[config.mk]
export PLATFORM = sky130hd
export DESIGN_NAME = contador_comparador_param
export DESIGN_NICKNAME = d
export VERILOG_FILES = /design/src/rtl/contador_comparador_param.sv
export SDC_FILE = /design/constraint.sdc
export NUM_CORES = 1
export LEC_CHECK = 0
export CAP_MARGIN = 40
export CORE_MARGIN = 2
export CORE_UTILIZATION = 40
export DETAILED_ROUTE_END_ITERATION = 12
export PLACE_DENSITY_LB_ADDON = 0.25
export SKIP_LAST_GASP = 1
export SLEW_MARGIN = 20
export SYNTH_ARGS = -nofsm -noshare
export SYNTH_HDL_FRONTEND = slang
export SYNTH_SLANG_ARGS = --single-unit
export TNS_END_PERCENT = 30
[constraint.sdc]
create_clock -name clock -period 2 [get_ports clock]
set_clock_uncertainty 0.05 [all_clocks]
set_input_delay 0.4 -clock clock [delete_from_list [all_inputs] [get_ports clock]]
set_output_delay 0.4 -clock clock [all_outputs]
set_load 0.03 [all_outputs]
[src/rtl/contador_comparador_param.sv]
// Parametrised up/down modulo-M counter with a reference register, magnitude compare, equality-edge pulse and sticky match flag.
// Latency: count/reference update 1 edge after sampling; compare/fim combinational from registers; igual_pulso +1 edge, atingiu +2 edges.
// Backpressure: none; every control input is acted on at every rising edge.
//
// Ports:
//   clock, zera_n        : rising-edge clock, asynchronous active-low reset
//   zera                 : synchronous clear of count and sticky flag
//   carrega, registra    : load count / reference from chaves (clamped to M-1)
//   conta, desce         : count enable and direction (0 = up, 1 = down)
//   chaves               : N-bit data for loads
//   contagem, referencia : registered count and reference
//   menor, maior, igual  : unsigned compare of contagem against referencia
//   fim                  : terminal count for the current direction
//   igual_pulso, atingiu : one-cycle pulse on igual rising, sticky match flag
module contador_comparador_param #(
  parameter int N = 4,
  parameter int M = 16
) (
  input  logic         clock,
  input  logic         zera_n,
  input  logic         zera,
  input  logic         carrega,
  input  logic         registra,
  input  logic         conta,
  input  logic         desce,
  input  logic [N-1:0] chaves,
  output logic [N-1:0] contagem,
  output logic [N-1:0] referencia,
  output logic         menor,
  output logic         maior,
  output logic         igual,
  output logic         fim,
  output logic         igual_pulso,
  output logic         atingiu
);

  localparam logic [N-1:0] MAX   = N'(M - 1);
  // One extra bit so M = 2^N is representable in the clamp compare.
  localparam logic [N:0]   M_EXT = (N + 1)'(M);

  logic [N-1:0] chaves_clamp;
  logic         no_topo;
  logic         no_zero;
  logic         igual_d;

  // Out-of-range switch values saturate to the top of the count range.
  assign chaves_clamp = ({1'b0, chaves} >= M_EXT) ? MAX : chaves;

  assign no_topo = (contagem == MAX);
  assign no_zero = (contagem == '0);

  assign menor = (contagem <  referencia);
  assign maior = (contagem >  referencia);
  assign igual = (contagem == referencia);

  assign fim = conta & ((~desce & no_topo) | (desce & no_zero));

  // Count register: zera > carrega > conta > hold.
  always_ff @(posedge clock or negedge zera_n) begin
    if (!zera_n) begin
      contagem <= '0;
    end else if (zera) begin
      contagem <= '0;
    end else if (carrega) begin
      contagem <= chaves_clamp;
    end else if (conta) begin
      if (desce) begin
        contagem <= no_zero ? MAX : contagem - 1'b1;
      end else begin
        contagem <= no_topo ? '0 : contagem + 1'b1;
      end
    end
  end

  // Reference register is independent of the count priority and survives zera.
  always_ff @(posedge clock or negedge zera_n) begin
    if (!zera_n) begin
      referencia <= '0;
    end else if (registra) begin
      referencia <= chaves_clamp;
    end
  end

  // igual_d resets to 1 so the reset state (0 == 0) does not look like a new match.
  always_ff @(posedge clock or negedge zera_n) begin
    if (!zera_n) begin
      igual_d     <= 1'b1;
      igual_pulso <= 1'b0;
      atingiu     <= 1'b0;
    end else begin
      igual_d     <= igual;
      igual_pulso <= igual & ~igual_d;
      atingiu     <= zera ? 1'b0 : (atingiu | igual_pulso);
    end
  end

endmodule
== Word-level counts from Yosys, hierarchy flattened ==
Cells that the tools add are included.

* Logic and storage cells: 28
* Register bits: 11
* Input bits: 11

* Equal/unequal tests: 2
* Add/subtract/negate cells: 2
* $lt $le $gt $ge: 2
* Reduce and logical (&&, ||, !) cells: 2
* Multiplexer cells: 7
* Bitwise gates (word level): 8

{| class="wikitable"
|+ Operators by type and width
! operator !! count
|-
| $mux W4 || 6
|-
| $add A4 B1 Y4 const B || 1
|-
| $and A1 B1 Y1 || 4
|-
| $eq A4 B4 Y1 || 1
|-
| $eq A4 B4 Y1 const B || 1
|-
| $gt A4 B4 Y1 || 1
|-
| $logic_not A4 Y1 || 1
|-
| $lt A4 B4 Y1 || 1
|-
| $sub A4 B1 Y4 const B || 1
|-
| $reduce_bool A3 Y1 || 1
|-
| $not A1 Y1 || 2
|-
| $or A1 B1 Y1 || 2
|-
| $mux W1 || 1
|}

== Logic depth before layout (Yosys ltp) ==
Gate-level depths: netlist of run 1.

* Depth in word-level cells: 6
* Mapped depth: 6
* Gate-level depth less buffers: 6

== Worst setup path before layout of run 1 ==
Ideal clock, no wire load.

* Kind: register to output
* From: register contagem[1]
* To: output menor
* Stages on the path, launching flop included: 6
* Path buffers: 0
* Path slack: -0.209 ns
* Arrival: 1.759 ns
* Cells stage by stage: dfrtp_1 > ha_1 > nor2b_1 > o21a_1 > o21a_1 > nor2_1

* Longest elaborated chain between the ends: 1

{| class="wikitable"
|+ Ends and longest elaborated chain
! what !! line !! source
|-
| start: declaration || 27 || <nowiki>output logic [N-1:0] contagem,</nowiki>
|-
| start signal: assignment || 65 || <nowiki>contagem <= chaves_clamp;</nowiki>
|-
| start signal: assignment || 68 || <nowiki>contagem <= no_zero ? MAX : contagem - 1'b1;</nowiki>
|-
| start signal: assignment || 70 || <nowiki>contagem <= no_topo ? '0 : contagem + 1'b1;</nowiki>
|-
| $lt A4 B4 Y1 || 52 || <nowiki>assign menor = (contagem < referencia);</nowiki>
|-
| end: declaration || 29 || <nowiki>output logic menor,</nowiki>
|}

Every way passes these cells.

== Final worst setup path of run 1 ==
* From: register contagem[1]
* To: output maior

* Longest elaborated chain between the ends: 1

{| class="wikitable"
|+ Ends and longest elaborated chain
! what !! line !! source
|-
| $gt A4 B4 Y1 || 53 || <nowiki>assign maior = (contagem > referencia);</nowiki>
|-
| end: declaration || 30 || <nowiki>output logic maior,</nowiki>
|}

Every way passes these cells.

==> flow_metrics.env, run 1 <==
export IMPL_crit_family="compound AO/OA/AOI/OAI gates"
export IMPL_vias_per_cell=5.26
export IMPL_layout_commonest_cell="clkdlybuf4s50_1"
export IMPL_grt_pass1_wl_um=3060
export IMPL_ys_types=29
export IMPL_cts_max_level=1
export IMPL_rsz0062_at_grt="true"
export IMPL_synth_seq_area_share_pct=40.0
export IMPL_crit_required_ns=1.55
export IMPL_wl_per_cell_um=13.4
export IMPL_antenna_cells=0
export IMPL_worst_pin_slew_ns=0.523
export IMPL_cap_viol_max_count=0
export IMPL_drive_above_1_share_pct=25.8
export IMPL_status="finished, violations left"
export IMPL_final_cell_count_no_fill=137
export IMPL_crit_path_end_kind="output pin"
export IMPL_syn_inst=77
export IMPL_syn_area_um2=691
export IMPL_cp_max_fo=2
export IMPL_fin_crit_sh_pct=110
export IMPL_avgSynthCellArea_um2=8.97
export IMPL_clk_pin_slew_ns=0.08
export IMPL_final_util_pct=66.7
export IMPL_setup_violations=3
export IMPL_finalPower_uw=729
export IMPL_worstSetupPathType="register to output pin"
export IMPL_wl_met2_um=897
export IMPL_root_buffer="clkbuf_4"
export IMPL_cp_slowest_cell="dfrtp_2"
export IMPL_cp_num_buf_inv=1
export IMPL_cp_common_cell="o21a_1"
export IMPL_ir_drop_uv=419
export IMPL_nets=138
export IMPL_synth_seq_cells=11
export IMPL_syn_to_final_growth_pct=61.4
export IMPL_met1_length_um=785
export IMPL_io_buffer_count=24
export IMPL_violations="setup timing"
export IMPL_die_area_um2=2080
export IMPL_hold_worst_slack_ns=0.411
export IMPL_yosys_warnings=0
export IMPL_final_cell_area_um2=1110
export IMPL_initial_core_util_pct=41.3
export IMPL_cp_cell_sequence="ha_4 > nor2b_1 > o21a_1 > o21a_1 > o21a_1 > buf_6"
export IMPL_die_w_um=45.6
export IMPL_syn_num_nets=94
export IMPL_dpl_worst_slack_ns=-0.373
export IMPL_pin_count=25
export IMPL_maxUsedRoutingLayer="met4"
export IMPL_overflow=0
export IMPL_place_area_um2=1050
export IMPL_pwr_density_cell_nw_per_um2=654
export IMPL_cts_made_buffers=3
export IMPL_drt_drc_violations_left=0
export IMPL_firstDrtPassIters=4
export IMPL_fin_ws_ns=-0.194
export IMPL_tritoncts="done"
export IMPL_clk_latency_ns=0.28
export IMPL_arrival_ns=1.74
export IMPL_grt_max_degree=12
export IMPL_cp_start_kind="register"
export IMPL_hold_viol_final=0
export IMPL_clock_path_buffers=2
export IMPL_fillers=154
export IMPL_finalCriticalPeriod_ns=2.19
export IMPL_fin_setup_tns_ns=-0.542
export IMPL_grt_total_usage_pct=21.0
export IMPL_hold_path_class="primary input to async pin"
export IMPL_placedCellCount=132
export IMPL_wl_met3_um=111
export IMPL_row_count=15
export IMPL_cts_sinks=11
export IMPL_drtIter0Drc=5
export IMPL_routed_wl_um=1830
export IMPL_final_cell_mix="clkdlybuf4s50_1 (20), buf_4 (17), inv_1 (9)"
export IMPL_dp_hpwl_um=1460
export IMPL_slew_headroom_pct=65.0
export IMPL_ant_nets=0
export IMPL_vias=720
export IMPL_cellLeakagePower_nw=0.524
export IMPL_maxSlewViolCount=0
export IMPL_fp_dieH_um=45.6
export IMPL_timing_fmax_mhz=456
export IMPL_core_um2=1670
export IMPL_antenna_found_initial=0
export IMPL_grt_pass1_vias=716
export IMPL_place_gp_congestion=0.842
export IMPL_slowest_delay_ns=0.43
[where the power goes]
| part | total, mW | switching, mW | internal (mW) |
|---|---|---|---|
| logic | 0.315 | 0.161 | 0.154 |
| clock network | 0.158 | 0.0802 | 0.0774 |
| registers | 0.256 | 0.0116 | 0.244 |
[cell usage after synthesis]
| master | n | area [um2] |
|---|---|---|
| dfrtp_1 | 10 | 250 |
| inv_1 | 10 | 37.5 |
| a21oi_1 | 7 | 35.0 |
| nor2_1 | 7 | 26.3 |
| ha_1 | 6 | 75.1 |
| nand2_1 | 5 | 18.8 |
| o21ai_0 | 5 | 25.0 |
| o21a_1 | 4 | 30.0 |
| nor2b_1 | 2 | 12.5 |
| xnor2_1 | 2 | 17.5 |
| a211o_1 | 1 | 8.76 |
| a211oi_1 | 1 | 7.51 |
| a221o_1 | 1 | 10.0 |
| a221oi_1 | 1 | 8.76 |
| a31oi_1 | 1 | 6.26 |
| and2_1 | 1 | 6.26 |
| and3b_1 | 1 | 8.76 |
| buf_4 | 1 | 7.51 |
| dfstp_2 | 1 | 26.3 |
| mux2_2 | 1 | 11.3 |
| nand2b_1 | 1 | 6.26 |
| nand3_1 | 1 | 5.00 |
| nand4_1 | 1 | 6.26 |
| nor3b_1 | 1 | 7.51 |
| nor4b_1 | 1 | 8.76 |
| o21ai_1 | 1 | 5.00 |
| o31ai_1 | 1 | 7.51 |
| or2_0 | 1 | 6.26 |
| or2b_2 | 1 | 8.76 |
[registers in the layout (all words and copies together) (netlist names)]
| name | cells |
|---|---|
| contagem | 4 |
| igual_d | 1 |
| atingiu | 1 |
| referencia | 4 |
| igual_pulso | 1 |
[cell families after synthesis]
logic type | Yosys count | synth area share (%)
buffers and inverters | 11 | 6.52
AOI/OAI and AO/OA | 23 | 20.8
xor gates and xnor gates | 2 | 2.54
DFF | 11 | 40.0
adders and majority gates | 6 | 10.9
and+or+nand+nor | 23 | 17.6
muxes | 1 | 1.63
[worst paths after layout]
kind                       slack (ns)                   endpoint  cells after the start                     from
setup / recovery                -0.19                      maior                      6  contagem[1]$_DFFE_PN0P_
hold / removal                   0.41    contagem[2]$_DFFE_PN0P_                      1                   zera_n
setup reg to reg                 0.26    contagem[3]$_DFFE_PN0P_                      7  contagem[1]$_DFFE_PN0P_
hold reg to reg                  0.44          atingiu$_DFF_PN0_                      2        atingiu$_DFF_PN0_
max in group asynchronous        1.10  referencia[1]$_DFFE_PN0P_                      1                   zera_n
min in group clock               0.44          atingiu$_DFF_PN0_                      2        atingiu$_DFF_PN0_
[routing by layer]
metal | vias up | global-route usage [%]
li1 | 350 | -
met1 | 342 | 25.7
met2 | 22 | 34.1
met3 | 6 | 5.95
met4 | 0 | 8.82
met5 | - | 0
[worst register-to-register path: stages, from the launching register on]
cell     delay (ns)
dfrtp_2        0.43
buf_4          0.17
inv_1          0.06
ha_1           0.15
nor2_1         0.04
a211o_1        0.31
a221o_1        0.30
a21oi_1        0.16
[final cells by class]
| type | instances | area, um2 | area share (%) |
|---|---|---|---|
| multi-input cells | 55 | 389 | 34.9 |
| repair buffers | 40 | 362 | 32.4 |
| flip-flops and latches | 11 | 279 | 25.0 |
| inverters | 10 | 37.5 | 3.37 |
| clock buffers | 4 | 26.3 | 2.36 |
| well taps | 17 | 21.3 | 1.91 |
[repair_timing]
action / 4_1_cts / 5_1_grt
hold buffers: 0 / 0
buffers inserted: 0 / 1
cloned: 0 / 0
setup endpoints to repair: 3 / 5
gates resized for setup: 12 / 0
pin swaps: 1 / 1
No activity file was read; power rests on OpenSTA's default activity.
==> run 2, diff against run 1 <==
--- a/config.mk
+++ b/config.mk
@@ -9,6 +9,7 @@
 export CORE_MARGIN = 2
 export CORE_UTILIZATION = 40
 export DETAILED_ROUTE_END_ITERATION = 12
+export GPL_TIMING_DRIVEN = 0
 export PLACE_DENSITY_LB_ADDON = 0.25
 export SKIP_LAST_GASP = 1
 export SLEW_MARGIN = 20
==> flow_metrics.env, run 2 (synthesized netlist as in run 1, its figures left out) <==
export IMPL_placedCellCount=117
export IMPL_maxSlewViolCount=0
export IMPL_die_w_um=45.6
export IMPL_drtIter0Drc=12
export IMPL_final_util_pct=59.6
export IMPL_die_area_um2=2080
export IMPL_routed_wl_um=1640
export IMPL_finalCriticalPeriod_ns=2.18
export IMPL_antenna_found_initial=0
export IMPL_cts_sinks=11
export IMPL_violations="setup timing"
export IMPL_core_um2=1670
export IMPL_worst_pin_slew_ns=0.514
export IMPL_setup_violations=4
export IMPL_dp_hpwl_um=1170
export IMPL_final_cell_count_no_fill=123
export IMPL_slew_headroom_pct=65.6
export IMPL_crit_required_ns=1.55
export IMPL_place_gp_congestion=0.806
export IMPL_slowest_delay_ns=0.41
export IMPL_overflow=0
export IMPL_cp_max_fo=2
export IMPL_arrival_ns=1.73
export IMPL_io_buffer_count=23
export IMPL_syn_to_final_growth_pct=44.0
export IMPL_grt_pass1_wl_um=2750
export IMPL_nets=124
export IMPL_hold_path_class="primary input to register"
export IMPL_initial_core_util_pct=41.3
export IMPL_final_cell_mix="clkdlybuf4s50_1 (19), inv_1 (9), a21oi_1 (7), dfrtp_1 (7), nor2_1 (6)"
export IMPL_clk_pin_slew_ns=0.07
export IMPL_fin_ws_ns=-0.176
export IMPL_cp_common_cell="o21a_1"
export IMPL_timing_fmax_mhz=459
export IMPL_grt_pass1_vias=618
export IMPL_firstDrtPassIters=3
export IMPL_layout_commonest_cell="clkdlybuf4s50_1"
export IMPL_cts_made_buffers=3
export IMPL_clock_path_buffers=2
export IMPL_reg_top3="contagem: 4 flops, referencia: 4 flops"
export IMPL_fp_dieH_um=45.6
export IMPL_pwr_density_cell_nw_per_um2=678
export IMPL_cp_num_buf_inv=2
export IMPL_root_buffer="clkbuf_4"
export IMPL_ant_nets=0
export IMPL_fin_crit_sh_pct=109
export IMPL_ir_drop_uv=458
export IMPL_drt_drc_violations_left=0
export IMPL_wl_per_cell_um=13.3
export IMPL_cap_viol_max_count=0
export IMPL_vias=660
export IMPL_cellLeakagePower_nw=0.450
export IMPL_drive_above_1_share_pct=17.9
export IMPL_cp_slowest_cell="dfrtp_2"
export IMPL_grt_total_usage_pct=18.9
export IMPL_crit_path_end_kind="output pin"
export IMPL_antenna_cells=0
export IMPL_fin_setup_tns_ns=-0.578
export IMPL_cts_max_level=1
export IMPL_clk_latency_ns=0.27
export IMPL_rsz0062_at_grt="true"
export IMPL_cp_start_kind="register"
export IMPL_crit_family="compound AO/OA/AOI/OAI gates"
export IMPL_pin_count=25
export IMPL_row_count=15
export IMPL_tritoncts="done"
export IMPL_grt_max_degree=12
export IMPL_vias_per_cell=5.37
export IMPL_hold_viol_final=0
export IMPL_status="finished, violations left"
export IMPL_worstSetupPathType="register to output pin"
export IMPL_cp_cell_sequence="inv_2 > ha_4 > nor2b_1 > o21a_1 > o21a_1 > o21a_1 > buf_6"
==> run 2: layout make-up <==
type | instances | area (um2)
tap | 17 | 21.3
multi-input combinational | 55 | 384
fill | 158 | 676
clock buffer | 4 | 26.3
buffer | 1 | 7.51
sequential | 11 | 280
inverter | 10 | 37.5
timing repair buffer | 25 | 238
==> run 2: metrics by stage <==
stage | hold slack [ns] | area, um2 | power (mW) | setup slack, ns
finish | 0.349 | 995 | 0.675 | -0.176
global route | 0.374 | 995 | 0.718 | -0.274
CTS | 0.344 | 995 | 0.682 | -0.192
detailed placement | 0.415 | 947 | 0.520 | -0.537
global placement | 0.423 | 947 | 0.516 | -0.541
floorplan | 0.0544 | 696 | 0.413 | 0.00416
==> run 2: worst reg2reg max path, stage by stage (launching register included) <==
cell	delay (ns)
dfrtp_2	0.43
buf_4	0.17
inv_1	0.06
ha_1	0.15
nor2_1	0.04
a211o_1	0.31
a221o_1	0.31
a21oi_1	0.14
==> run 2: what timing repair did <==
| item | CTS | global route |
|---|---|---|
| resized for setup | 23 | 0 |
| setup buffers | 2 | 0 |
| endpoints found under the setup margin | 4 | 6 |
| hold buffers | 0 | 0 |
| endpoints found under the hold margin | 0 | 0 |
==> run 2: path summary, 6_finish.rpt <==
check / startpoint / to / slack, ns / depth (start not counted)
worst max register to register: contagem[1]$_DFFE_PN0P_ / contagem[3]$_DFFE_PN0P_ / 0.27 / 7
worst min register to register: igual_d$_DFF_PN1_ / igual_pulso$_DFF_PN0_ / 0.43 / 1
min in group asynchronous: zera_n / contagem[3]$_DFFE_PN0P_ / 0.42 / 1
worst min-delay path: carrega / contagem[0]$_DFFE_PN0P_ / 0.35 / 2
max in group asynchronous: zera_n / referencia[1]$_DFFE_PN0P_ / 1.11 / 1
worst max-delay path: referencia[1]$_DFFE_PN0P_ / maior / -0.18 / 7
==> run 2: power by group <==
part,switching [mW],internal [mW],leakage [nW]
combinational,0.140,0.116,0.301
sequential,0.0208,0.245,0.134
clock,0.0757,0.0773,0.0150
total,0.236,0.438,0.450
==> run 2: metal layers <==
layer / up-vias / GRT usage, % / wire length, um
li1: 327 / - / -
met1: 306 / 24.6 / 751
met2: 23 / 27.6 / 749
met3: 4 / 7.94 / 114
met4: 0 / 7.65 / 21
met5: - / 0 / 0
==> run 3, diff against run 2 <==
--- a/config.mk
+++ b/config.mk
@@ -7,7 +7,7 @@
 export LEC_CHECK = 0
 export CAP_MARGIN = 40
 export CORE_MARGIN = 2
-export CORE_UTILIZATION = 40
+export CORE_UTILIZATION = 43
 export DETAILED_ROUTE_END_ITERATION = 12
 export GPL_TIMING_DRIVEN = 0
 export PLACE_DENSITY_LB_ADDON = 0.25
==> flow_metrics.env, run 3 (synthesized netlist as in run 1, its figures left out) <==
export IMPL_status="finished, violations left"
export IMPL_violations="setup timing"
export IMPL_cts_max_level=1
export IMPL_reg_top3="contagem: 4 flops, referencia: 4 flops"
export IMPL_overflow=0
export IMPL_final_util_pct=67.0
export IMPL_firstDrtPassIters=2
export IMPL_finalCriticalPeriod_ns=2.19
export IMPL_reg2regPathDepth=7
export IMPL_tritoncts="done"
export IMPL_place_area_um2=946
export IMPL_ant_nets=0
export IMPL_routed_wl_um=1540
export IMPL_wl_per_cell_um=12.5
export IMPL_cp_start_kind="register"
export IMPL_grt_pass1_wl_um=2810
export IMPL_syn_to_final_growth_pct=46.2
export IMPL_setup_violations=4
export IMPL_met1_length_um=718
export IMPL_vias=639
export IMPL_timing_rr_start="contagem[1]$_DFFE_PN0P_"
export IMPL_antenna_found_initial=0
export IMPL_grt_max_degree=12
export IMPL_vias_per_cell=5.20
export IMPL_maxUsedRoutingLayer="met4"
export IMPL_final_cell_count_no_fill=123
export IMPL_wl_met3_um=69
export IMPL_pwr_density_cell_nw_per_um2=668
export IMPL_timing_fmax_mhz=457
export IMPL_finalPower_uw=675
export IMPL_layout_commonest_cell="clkdlybuf4s50_1"
export IMPL_die_area_um2=1940
export IMPL_antenna_cells=0
export IMPL_row_count=14
export IMPL_cts_made_buffers=3
export IMPL_pin_count=25
export IMPL_clk_pin_slew_ns=0.07
export IMPL_core_um2=1510
export IMPL_arrival_ns=1.74
export IMPL_initial_core_util_pct=45.8
export IMPL_root_buffer="clkbuf_4"
export IMPL_cap_viol_max_count=0
export IMPL_fin_ws_ns=-0.190
export IMPL_fp_dieH_um=44.1
export IMPL_hold_path_class="primary input to register"
export IMPL_clk_latency_ns=0.26
export IMPL_fin_setup_tns_ns=-0.620
export IMPL_cp_startpoint="referencia[1]$_DFFE_PN0P_"
export IMPL_worstSetupPathType="register to output pin"
export IMPL_wl_met2_um=737
export IMPL_final_cell_area_um2=1010
export IMPL_crit_path_end_kind="output pin"
export IMPL_maxSlewViolCount=0
export IMPL_r2r_end="contagem[3]$_DFFE_PN0P_"
export IMPL_cellLeakagePower_nw=0.455
export IMPL_grt_pass1_vias=655
export IMPL_ir_drop_uv=547
export IMPL_final_cell_mix="clkdlybuf4s50_1 (19), inv_1 (9), a21oi_1 (7)"
export IMPL_hold_viol_final=0
export IMPL_crit_required_ns=1.55
export IMPL_place_gp_congestion=0.801
export IMPL_die_w_um=44.1
export IMPL_cts_sinks=11
export IMPL_fin_crit_sh_pct=110
export IMPL_rsz0062_at_grt="true"
export IMPL_nets=125
export IMPL_cp_max_fo=2
export IMPL_dp_hpwl_um=1200
export IMPL_io_buffer_count=23
export IMPL_endpoint="maior"
export IMPL_r2r_setup_slack_ns=0.28
export IMPL_worst_pin_slew_ns=0.485
export IMPL_placedCellCount=116
export IMPL_clock_path_buffers=2
export IMPL_grt_total_usage_pct=19.7
export IMPL_drtIter0Drc=6
export IMPL_drive_above_1_share_pct=20.6
export IMPL_slew_headroom_pct=67.6
export IMPL_drt_drc_violations_left=0
run 3: changes by cell type in the layout (fill, tap and decap cells not counted), sizes merged:
cell    previous run  this run
clkbuf             4         5
run 3: per-stage QoR:
stage          hold slack, ns  setup slack [ns]
2_1_floorplan          0.0544           0.00416
3_3_place_gp            0.424            -0.555
3_5_place_dp            0.432            -0.584
4_1_cts                 0.336            -0.218
5_1_grt                 0.343            -0.273
6_report                0.343            -0.190
run 3: worst max-delay path: stages, from the launching register on:
cell,delay [ns]
dfrtp_2,0.41
inv_2,0.08
ha_4,0.19
nor2b_1,0.12
o21a_1,0.17
o21a_1,0.19
o21a_1,0.18
buf_6,0.13
run 3: final cells by class:
class	count	area, um2
well taps	16	20.0
fillers	128	497
repair buffers	26	248
clock buffers	4	26.3
multi-input cells	55	389
inverters	10	37.5
plain buffers	1	7.51
flip-flops and latches	11	282
run 3: worst min path at each step:
stage	start	endpoint	slack (ns)	cells after the start
2_1_floorplan	zera_n	atingiu$_DFF_PN0_	0.05	0
3_3_place_gp	igual_d$_DFF_PN1_	igual_pulso$_DFF_PN0_	0.42	1
3_5_place_dp	igual_d$_DFF_PN1_	igual_pulso$_DFF_PN0_	0.43	1
4_1_cts	carrega	contagem[0]$_DFFE_PN0P_	0.34	2
5_1_grt	carrega	contagem[0]$_DFFE_PN0P_	0.34	2
6_report	carrega	contagem[0]$_DFFE_PN0P_	0.34	2
run 3: report_power, final:
group / switching (mW) / internal (mW) / total, mW / leakage, nW
Sequential: 0.0207 / 0.245 / 0.266 / 0.132
Clock: 0.0713 / 0.0771 / 0.148 / 0.0150
Combinational: 0.141 / 0.120 / 0.261 / 0.307
Total: 0.233 / 0.442 / 0.675 / 0.455
run 3: what timing repair did:
action | 4_1_cts | 5_1_grt
setup endpoints to repair | 4 | 5
hold buffers | 0 | 0
setup buffers | 2 | 1
pin swaps | 1 | 1
endpoints found under the hold margin | 0 | 0
gates resized for setup | 23 | 3
run 3: layer usage:
| metal | global-route usage, % | vias up |
|---|---|---|
| met2 | 32.4 | 14 |
| li1 | - | 329 |
| met5 | 0 | - |
| met1 | 25.8 | 294 |
| met4 | 9.09 | 0 |
| met3 | 2.86 | 2 |
